$ cat config.mk
export PLATFORM = sky130hd
export DESIGN_NAME = avalon_rr_arbiter
export DESIGN_NICKNAME = d
export VERILOG_FILES = /design/src/rtl/avalon_rr_arbiter.sv
export SDC_FILE = /design/constraint.sdc
export NUM_CORES = 1
export LEC_CHECK = 0
export ABC_AREA = 1
export BUFFER_PORTS_ARGS = -buffer_cell sky130_fd_sc_hd__buf_2
export CORE_AREA = 3 3 111 113
export CTS_BUF_LIST = sky130_fd_sc_hd__clkbuf_8
export DETAILED_ROUTE_END_ITERATION = 8
export DIE_AREA = 0 0 114 116
export PLACE_DENSITY = 0.49
export SETUP_SLACK_MARGIN = 0.15
export SKIP_CTS_REPAIR_TIMING = 1
export SLEW_MARGIN = 20
export SYNTH_ARGS = -nofsm -noshare
export SYNTH_HDL_FRONTEND = slang
export SYNTH_SLANG_ARGS = --single-unit
$ cat constraint.sdc
create_clock -name clk_clk -period 1.3 [get_ports clk_clk]
set_input_delay 0.13 -clock clk_clk [delete_from_list [all_inputs] [get_ports clk_clk]]
set_output_delay 0.13 -clock clk_clk [all_outputs]
set_load 0.02 [all_outputs]
$ cat src/rtl/avalon_rr_arbiter.sv
// Two-master round-robin arbiter in front of one Avalon-MM slave.
// Whole transfers are serialised and use a waitrequest-only handshake.
// A mandatory IDLE cycle separates grants, so fully loaded masters alternate.
// Optional feature: define ARB_LOCK_EN to add m0_lock/m1_lock inputs. A locked
// master keeps the grant across back-to-back transfers.
module avalon_rr_arbiter #(
  parameter int ADDR_W = 25,
  parameter int DATA_W = 32,
  parameter int BE_W   = 4
) (
  input  logic              clk_clk,
  input  logic              reset_reset_n,
  input  logic [ADDR_W-1:0] m0_address,
  input  logic              m0_read,
  input  logic              m0_write,
  input  logic [DATA_W-1:0] m0_writedata,
  input  logic [BE_W-1:0]   m0_byteenable,
  output logic [DATA_W-1:0] m0_readdata,
  output logic              m0_waitrequest,
`ifdef ARB_LOCK_EN
  input  logic              m0_lock,
  input  logic              m1_lock,
`endif
  input  logic [ADDR_W-1:0] m1_address,
  input  logic              m1_read,
  input  logic              m1_write,
  input  logic [DATA_W-1:0] m1_writedata,
  input  logic [BE_W-1:0]   m1_byteenable,
  output logic [DATA_W-1:0] m1_readdata,
  output logic              m1_waitrequest,
  output logic [ADDR_W-1:0] s_address,
  output logic              s_read,
  output logic              s_write,
  output logic [DATA_W-1:0] s_writedata,
  output logic [BE_W-1:0]   s_byteenable,
  input  logic [DATA_W-1:0] s_readdata,
  input  logic              s_waitrequest
);

  typedef enum logic [1:0] {
    IDLE = 2'd0,
    G0   = 2'd1,
    G1   = 2'd2
  } state_e;

  state_e state_q, state_d;
  // Index of the master that completed the most recent transfer; it loses the next tie.
  logic   last_q, last_d;
  logic   req0, req1;
  logic   lock0, lock1;

  assign req0 = m0_read | m0_write;
  assign req1 = m1_read | m1_write;

`ifdef ARB_LOCK_EN
  assign lock0 = m0_lock;
  assign lock1 = m1_lock;
`else
  assign lock0 = 1'b0;
  assign lock1 = 1'b0;
`endif

  // State register with synchronous active-low reset; m0 wins the first tie.
  always_ff @(posedge clk_clk) begin
    if (!reset_reset_n) begin
      state_q <= IDLE;
      last_q  <= 1'b1;
    end else begin
      state_q <= state_d;
      last_q  <= last_d;
    end
  end

  // Next-state: arbitrate in IDLE, release on completion or on a dropped request.
  always_comb begin
    state_d = state_q;
    last_d  = last_q;
    unique case (state_q)
      IDLE: begin
        if (req0 && req1) state_d = last_q ? G0 : G1;
        else if (req0)    state_d = G0;
        else if (req1)    state_d = G1;
      end
      G0: begin
        if (!req0) begin
          state_d = IDLE;
        end else if (!s_waitrequest) begin
          last_d  = 1'b0;
          state_d = lock0 ? G0 : IDLE;
        end
      end
      G1: begin
        if (!req1) begin
          state_d = IDLE;
        end else if (!s_waitrequest) begin
          last_d  = 1'b1;
          state_d = lock1 ? G1 : IDLE;
        end
      end
      default: state_d = IDLE;
    endcase
  end

  // Outputs: combinational mux from the granted master; write masks a simultaneous read.
  always_comb begin
    s_address      = '0;
    s_read         = 1'b0;
    s_write        = 1'b0;
    s_writedata    = '0;
    s_byteenable   = '0;
    m0_waitrequest = 1'b1;
    m1_waitrequest = 1'b1;
    unique case (state_q)
      G0: begin
        s_address      = m0_address;
        s_write        = m0_write;
        s_read         = m0_read & ~m0_write;
        s_writedata    = m0_writedata;
        s_byteenable   = m0_byteenable;
        m0_waitrequest = s_waitrequest;
      end
      G1: begin
        s_address      = m1_address;
        s_write        = m1_write;
        s_read         = m1_read & ~m1_write;
        s_writedata    = m1_writedata;
        s_byteenable   = m1_byteenable;
        m1_waitrequest = s_waitrequest;
      end
      default: ;
    endcase
  end

  assign m0_readdata = s_readdata;
  assign m1_readdata = s_readdata;

endmodule

==> parameters.txt, run 1 <==
Parameter                              Value

Yosys
  Synthesized net count    499
  Synthesized instance count    332
  Dominant combinational cell family by area after synthesis    buffers and inverters
  Synth Area in Adders    4.33%
  Count of yosys warnings during synthesis    0
  Mean instance size in the synthesized netlist    5.22 µm²
  Register bit total from synthesis    3
  Synthesized cell area    1730 µm²
  Multiplexer share of the synthesized area    0%
  Share of synthesized cell area in and, or, nand and nor gates    34.2%
  Number of distinct library cells after synthesis    17
  Yosys top cell area share    31.2%
  Library cell with the largest summed area after synthesis    sky130_fd_sc_hd__buf_4
  Part of the Yosys area used for sequential elements    3.46%
  XOR/XNOR share of the synthesized area    0%
  Compound-Gate Fraction of Synth Area    20.7%
  Top cells by area in the synthesized netlist    sky130_fd_sc_hd__buf_4 (31%), sky130_fd_sc_hd__nand2_1 (31%), sky130_fd_sc_hd__a21oi_1 (18%), sky130_fd_sc_hd__ha_1 (4.3%), sky130_fd_sc_hd__dfxtp_1 (3.5%)

CTS
  Clock Sink Count    3
  CTS tree    done
  CTS root buf    sky130_fd_sc_hd__clkbuf_8
  Clk_lat worst skew    0.22 ns
  Buffers from clock root to sink, at most    2
  Clock transition at the register clock pins on the worst setup and hold paths after CTS    0.03 ns
  Num CTS Buffers    3
  Number of levels the H-tree was split into    1

Drt
  Post-DR wirelength/cell    13.8 µm
  Total wirelength of the detailed-routed design    8500 µm
  Via count of the routed design    2,579
  Count of routing violations after the opening detailed-route iteration    71
  Routed via count divided by cell count    4.19
  DRC violations left    0
  First-pass iteration count of the detailed router    4
  ANT nets after route    0

Global routing
  Number of global-route vias before repair    2,121
  Number of antenna violations at the first check in global routing    0
  Met3 Use GR    2.51%
  Met2 GRT Util    16.2%
  GRT Total Usage    8.61%
  Wire length of the first global-routing pass    9550 µm
  Largest net degree at the start of global routing    36
  Busiest grt layer    met2
  Global Route met1 Usage    9.16%
  Total global routing overflow    0

Power
  Maximum vdd ir drop    0.444 mV
  Share of power burned in combinational logic    86.9%
  Clk network pwr share    8.6%
  P_sw    1550 µW
  Internal power consumption    1480 µW
  Sequential share of power    4.5%
  Leakage    0.00157 µW
  Switching share of power    51.1%
  Ratio of total power to cell area    870 nW/µm²
  Overall power of the completed layout    3040 µW

Hold path
  Worst hold path cell count    2
  Critical hold path startpoint    reset_reset_n
  Hold path endpoint    last_q$_SDFFE_PN1P_
  Hold crit path type    in -> reg

Timing
  Clock skew    0.000177 ns
  Final number of setup-violating endpoints    66
  Worst Max-Slew Pin Slew    0.216 ns
  Final Hold Violating Endpoints    0
  Highest clock frequency the design can meet    622 MHz
  Max Slew Vio Count    0
  Max-slew headroom at the worst pin    85.5%
  Final min period    1.61 ns
  Share of the clock period used by the worst path after layout    124%
  Setup repair after global routing missed its margin    true
  Worst-case setup margin in the final layout    -0.306 ns

Setup path
  CP max stage delay    0.36 ns
  Path type of the worst setup path    reg -> out
  Ordered cell list for the critical path    buf_6 -> ha_4 -> buf_12 -> clkbuf_16 -> nand2_1 -> a21oi_2 -> buf_4
  Cell type group with the largest total delay on the critical path    buffers and inverters
  Number of cells traversed by the worst register-to-register path    10
  Slowest library cell on the worst path    sky130_fd_sc_hd__dfxtp_4
  Category of the worst setup path launch point    flip-flop
  Crit-path max FO    8
  Logic depth of the worst setup path including buffers    7
  Startpoint of the lowest-slack register-to-register path    state_q[1]$_SDFFE_PN0P_
  Data required time at the worst endpoint    1.17 ns
  Worst setup slack for register-to-register paths    -0.08 ns
  Reg2reg end    state_q[1]$_SDFFE_PN0P_
  Signal arrival time at the worst endpoint    1.48 ns
  Type of destination of the critical path    output pin
  Buffers & Inverters on Critical Path    4

Status
  Outcome    finished with violations
  Violations in the final reports    setup timing

Floorplanning
  Overall die height    116 µm
  Core Area    11,400 µm²
  Initial Util    15.2%
  Num ports    290
  Die outline width    114 µm
  Standard-cell row count    39
  Die footprint    13,200 µm²

Cells and area
  Filler Cell Count    1,220
  Area Overhead vs Synth    101%
  Final #Nets    640
  Antenna cell count    0
  Fraction of layout instances using a drive strength above 1    69.3%

Placed design
  Pre-CTS setup slack    -0.163 ns
  Port Buffers    193
  Placed wire-length estimate    5640 µm
  RD Place Congestion    0.701

Flow run
  Number of max-cap violations    0
[power by group through the flow]
| stage | clock network [µW] | logic [µW] | registers [µW] |
|---|---|---|---|
| 4_1_cts | 266 | 1980 | 133 |
| 5_1_grt | 276 | 2850 | 141 |
| 6_report | 261 | 2640 | 137 |
| 3_3_place_gp | 0 | 1950 | 133 |
| 3_5_place_dp | 0 | 1970 | 134 |
| 2_1_floorplan | 0 | 1530 | 138 |
[layout make-up]
| cell class | instances | area, µm² | share of cell area (%) |
|---|---|---|---|
| multi-input cells | 231 | 1510 | 43.2 |
| clock buffers | 3 | 41.3 | 1.18 |
| inverters | 14 | 65.1 | 1.86 |
| well taps | 143 | 179 | 5.13 |
| flip-flops and latches | 3 | 67.6 | 1.94 |
| repair buffers | 220 | 1630 | 46.6 |
| clock inverters | 1 | 3.75 | 0.108 |
[worst reg2reg max path, stage by stage (launching register included)]
cell                        delay (ns)
sky130_fd_sc_hd__dfxtp_4          0.35
sky130_fd_sc_hd__buf_6            0.12
sky130_fd_sc_hd__ha_4             0.16
sky130_fd_sc_hd__buf_12           0.14
sky130_fd_sc_hd__clkbuf_16        0.17
sky130_fd_sc_hd__o21ai_2          0.05
sky130_fd_sc_hd__nand2_1          0.06
sky130_fd_sc_hd__nand2_1          0.06
sky130_fd_sc_hd__nand2_1          0.04
sky130_fd_sc_hd__nand2_1          0.07
sky130_fd_sc_hd__a21oi_2          0.05
[stage by stage]
stage          hold slack (ns)  util (%)  std cells  instance area [µm²]  setup TNS [ns]
4_1_cts                  0.124      24.4        605                 2790          -19.79
3_3_place_gp             0.260      24.0        601                 2740           -2.93
2_1_floorplan            0.215         -        332                 2020           -4.97
5_1_grt                  0.137      30.6        615                 3490          -20.08
3_5_place_dp             0.260      24.0        601                 2740           -5.04
6_report                 0.121      30.6        615                 3490          -16.35
[routing by layer]
layer	vias up	part of all wire, %
met5	-	0
met4	0	1.6
met3	19	8.6
met2	136	54
met1	1162	36
li1	1262	-
[sequential cells by signal (all words and copies together), names as in the netlist]
name	flops
last_q	1
state_q	2
[Yosys cell counts (all sizes together)]
master,count
a21oi,65
buf,79
clkbuf,5
dfxtp,3
ha,6
inv,14
nand2,146
nand3,4
nand4,1
nor2,3
o21ai,6
[cell families after synthesis]
logic type,count (synthesis)
compound gates,71
flops,3
simple gates,154
buf+inv,98
fa+ha+maj,6
[cell usage in the layout, fill, tap and decap left out, drive strengths merged]
cell    synthesis  routed
nor2            3       3
ha              6       6
nand3           4       4
clkbuf          5       8
nand4           1       1
buf            79     215
nand2         146     146
o21ai           6       6
a21oi          65      65
dfxtp           3       3
inv            14      15
[worst max path at each step]
stage,start,end
2_1_floorplan,state_q[1]$_SDFFE_PN0P_,s_address[0]
5_1_grt,state_q[0]$_SDFFE_PN0P_,s_writedata[12]
3_3_place_gp,state_q[1]$_SDFFE_PN0P_,s_writedata[28]
3_5_place_dp,state_q[1]$_SDFFE_PN0P_,s_writedata[28]
4_1_cts,state_q[1]$_SDFFE_PN0P_,s_writedata[28]
6_report,state_q[1]$_SDFFE_PN0P_,s_writedata[12]
Power figures use the tool's default switching activity.
==> run 2: changes to the inputs <==
Settings changed: BUFFER_PORTS_ARGS -buffer_cell sky130_fd_sc_hd__buf_2 to -buffer_cell sky130_fd_sc_hd__buf_4, CORE_AREA 3 3 111 113 to 2 2 113 115, DIE_AREA 0 0 114 116 to 0 0 115 117, PLACE_DENSITY 0.49 to 0.47.
==> run 2 against run 1 <==
Effect of this change:
- global-route usage up 0.65 points
- routed wire length rose by 1.6%
- largest power group unchanged
- critical path type unchanged
- the flow still finishes with violations (setup timing)
- count of clock-buffer cells in the layout unchanged
- hold slack barely moved
- final area is 16% higher
==> parameters.txt, run 2 (synthesis results as in run 1) <==
Parameter                              Value

Floorplanning
  Initial Util    14.1% (-1.1 points)
  Core Area    12,300 µm² (+7.8%)
  Die footprint    13,500 µm² (+1.7%)
  Num ports    290 (unchanged)
  Standard-cell row count    41 (+5.1%)
  Overall die height    117 µm (+0.86%)
  Die outline width    115 µm (+0.88%)

CTS
  Buffers from clock root to sink, at most    2 (unchanged)
  CTS root buf    sky130_fd_sc_hd__clkbuf_8
  Clk_lat worst skew    0.22 ns (about the same)
  CTS tree    done
  Num CTS Buffers    3 (unchanged)
  Clock transition at the register clock pins on the worst setup and hold paths after CTS    0.04 ns (about the same)
  Clock Sink Count    3 (unchanged)
  Number of levels the H-tree was split into    1 (unchanged)

Power
  Leakage    0.00183 µW (+17%)
  Maximum vdd ir drop    0.312 mV (-30%)
  Ratio of total power to cell area    815 nW/µm² (-6.3%)

Setup path
  Worst setup slack for register-to-register paths    -0.20 ns (-0.12 ns)
  Type of destination of the critical path    output pin
  Category of the worst setup path launch point    flip-flop
  Reg2reg end    state_q[1]$_SDFFE_PN0P_
  Path type of the worst setup path    reg -> out
  Crit-path max FO    11 (+3)
  Startpoint of the lowest-slack register-to-register path    state_q[1]$_SDFFE_PN0P_
  Signal arrival time at the worst endpoint    1.48 ns (about the same)
  Data required time at the worst endpoint    1.17 ns (about the same)
  Number of cells traversed by the worst register-to-register path    11 (+1)

Hold path
  Worst hold path cell count    2 (unchanged)
  Critical hold path startpoint    reset_reset_n
  Hold crit path type    in -> reg
  Hold path endpoint    last_q$_SDFFE_PN1P_

Timing
  Highest clock frequency the design can meet    620 MHz (-0.35%)
  Worst-case setup margin in the final layout    -0.312 ns (-0.00556 ns)
  Worst Max-Slew Pin Slew    0.242 ns (+0.0265 ns)
  Setup repair after global routing missed its margin    true
  Final number of setup-violating endpoints    67 (+1.5%)
  Max-slew headroom at the worst pin    83.7% (-1.8 points)
  Final min period    1.61 ns (+0.00557 ns)
  Share of the clock period used by the worst path after layout    124% (+0.43 points)
  Max Slew Vio Count    0 (unchanged)
  Worst slack on hold paths    0.121 ns (-0.000230 ns)
  Clock skew    0.00601 ns (+0.00584 ns)
  Final Hold Violating Endpoints    0 (unchanged)

Cells and area
  Non-Filler Cell Area, Final    4050 µm² (+16%)
  Number of flip-flops in the largest register    2 (unchanged)
  Area Overhead vs Synth    134%
  Final #Nets    644 (+0.63%)
  Largest Register    state_q
  Commonest non-fill, non-tap cell in the layout    sky130_fd_sc_hd__buf_4
  Largest registers ranked by flip-flop count    state_q x2, last_q x1
  Fraction of layout instances using a drive strength above 1    73.5% (+4.2 points)
  Antenna cell count    0 (unchanged)
  Commonest non-fill, non-tap cells in the layout    sky130_fd_sc_hd__buf_4 (171), sky130_fd_sc_hd__nand2_1 (97), sky130_fd_sc_hd__a21oi_2 (47)

Global routing
  Met3 Use GR    1.03% (-1.5 points)
  Number of antenna violations at the first check in global routing    0 (unchanged)
  Busiest grt layer    met2
  GRT Total Usage    9.26% (+0.65 points)
  Global Route met1 Usage    11.5% (+2.3 points)
  Number of global-route vias before repair    2,165 (+2.1%)
  Largest net degree at the start of global routing    30 (-17%)
  Total global routing overflow    0 (unchanged)
  Wire length of the first global-routing pass    10,200 µm (+6.4%)
  Met2 GRT Util    16.9% (+0.74 points)

Drt
  Count of routing violations after the opening detailed-route iteration    67 (-5.6%)
  First-pass iteration count of the detailed router    4 (unchanged)
  Routed via count divided by cell count    4.08 (-2.7%)
  Via count of the routed design    2,553 (-1.0%)
  DRC violations left    0 (unchanged)
  Total wirelength of the detailed-routed design    8640 µm (+1.6%)
  Post-DR wirelength/cell    13.8 µm (-0.15%)
  ANT nets after route    0 (unchanged)

Placed design
  RD Place Congestion    0.730 (+4.1%)
  Area after DPL    3230 µm² (+18%)
  Port Buffers    193 (unchanged)
  Placed wire-length estimate    5870 µm (+4.2%)

Flow run
  Number of max-cap violations    0 (unchanged)

Status
  Violations in the final reports    setup timing
  Outcome    finished with violations
-- run 2: cell types whose count changed in the layout (fill, tap and decap cells not counted), moves of 3 or more --
| cell | delta |
|---|---|
| sky130_fd_sc_hd__a21oi_1 | -5 |
| sky130_fd_sc_hd__a21oi_2 | +5 |
| sky130_fd_sc_hd__buf_12 | +3 |
| sky130_fd_sc_hd__buf_2 | -130 |
| sky130_fd_sc_hd__buf_4 | +124 |
| sky130_fd_sc_hd__buf_6 | +5 |
| sky130_fd_sc_hd__nand2_1 | -14 |
| sky130_fd_sc_hd__nand2_4 | +12 |
-- run 2: metal layers --
| metal | vias to the layer above | share of wire, % |
|---|---|---|
| met4 | 0 | 1.9 |
| met5 | - | 0 |
| li1 | 1266 | - |
| met1 | 1141 | 39 |
| met3 | 19 | 6.6 |
| met2 | 127 | 52 |
-- run 2: worst max-delay path by stage --
stage | slack, ns | from | to | depth (start not counted)
3_5_place_dp | -0.11 | state_q[1]$_SDFFE_PN0P_ | s_writedata[22] | 6
6_report | -0.31 | state_q[1]$_SDFFE_PN0P_ | s_address[8] | 7
3_3_place_gp | -0.09 | state_q[1]$_SDFFE_PN0P_ | s_writedata[7] | 6
4_1_cts | -0.34 | state_q[1]$_SDFFE_PN0P_ | s_writedata[10] | 6
5_1_grt | -0.38 | state_q[1]$_SDFFE_PN0P_ | s_address[5] | 7
2_1_floorplan | -0.10 | state_q[1]$_SDFFE_PN0P_ | s_address[0] | 5
-- run 2: metrics by stage --
step                setup WS [ns]  util (%)  TNS (ns)  instances  total power (µW)
finish                     -0.312      32.9    -17.90        626              3300
detailed placement         -0.106      26.2     -3.79        606              2360
global placement          -0.0907      26.2     -2.97        606              2360
floorplan                  -0.100         -     -4.97        332              1670
CTS                        -0.342      26.6    -18.75        610              2650
global route               -0.376      32.9    -21.74        626              3530
-- run 2: worst max-delay path, cell delays in order (launching register included) --
cell                        delay, ns
sky130_fd_sc_hd__dfxtp_4         0.36
sky130_fd_sc_hd__buf_6           0.11
sky130_fd_sc_hd__ha_4            0.16
sky130_fd_sc_hd__buf_4           0.14
sky130_fd_sc_hd__clkbuf_16       0.16
sky130_fd_sc_hd__nand2_1         0.06
sky130_fd_sc_hd__a21oi_1         0.13
sky130_fd_sc_hd__buf_4           0.16
-- run 2: final cells by class --
type / count / area, µm²
clock buffers: 3 / 41.3
clock inverters: 1 / 3.75
fillers: 1309 / 8260
inverters: 14 / 65.1
multi-input cells: 231 / 1620
flip-flops and latches: 3 / 67.6
well taps: 150 / 188
repair buffers: 224 / 2060
-- run 2: report_power, final --
part	leakage [µW]	switching [µW]	total, µW	internal, µW
Clock	0.0000269	66.7	268	202
Combinational	0.00178	1530	2900	1360
Sequential	0.0000261	22.5	137	115
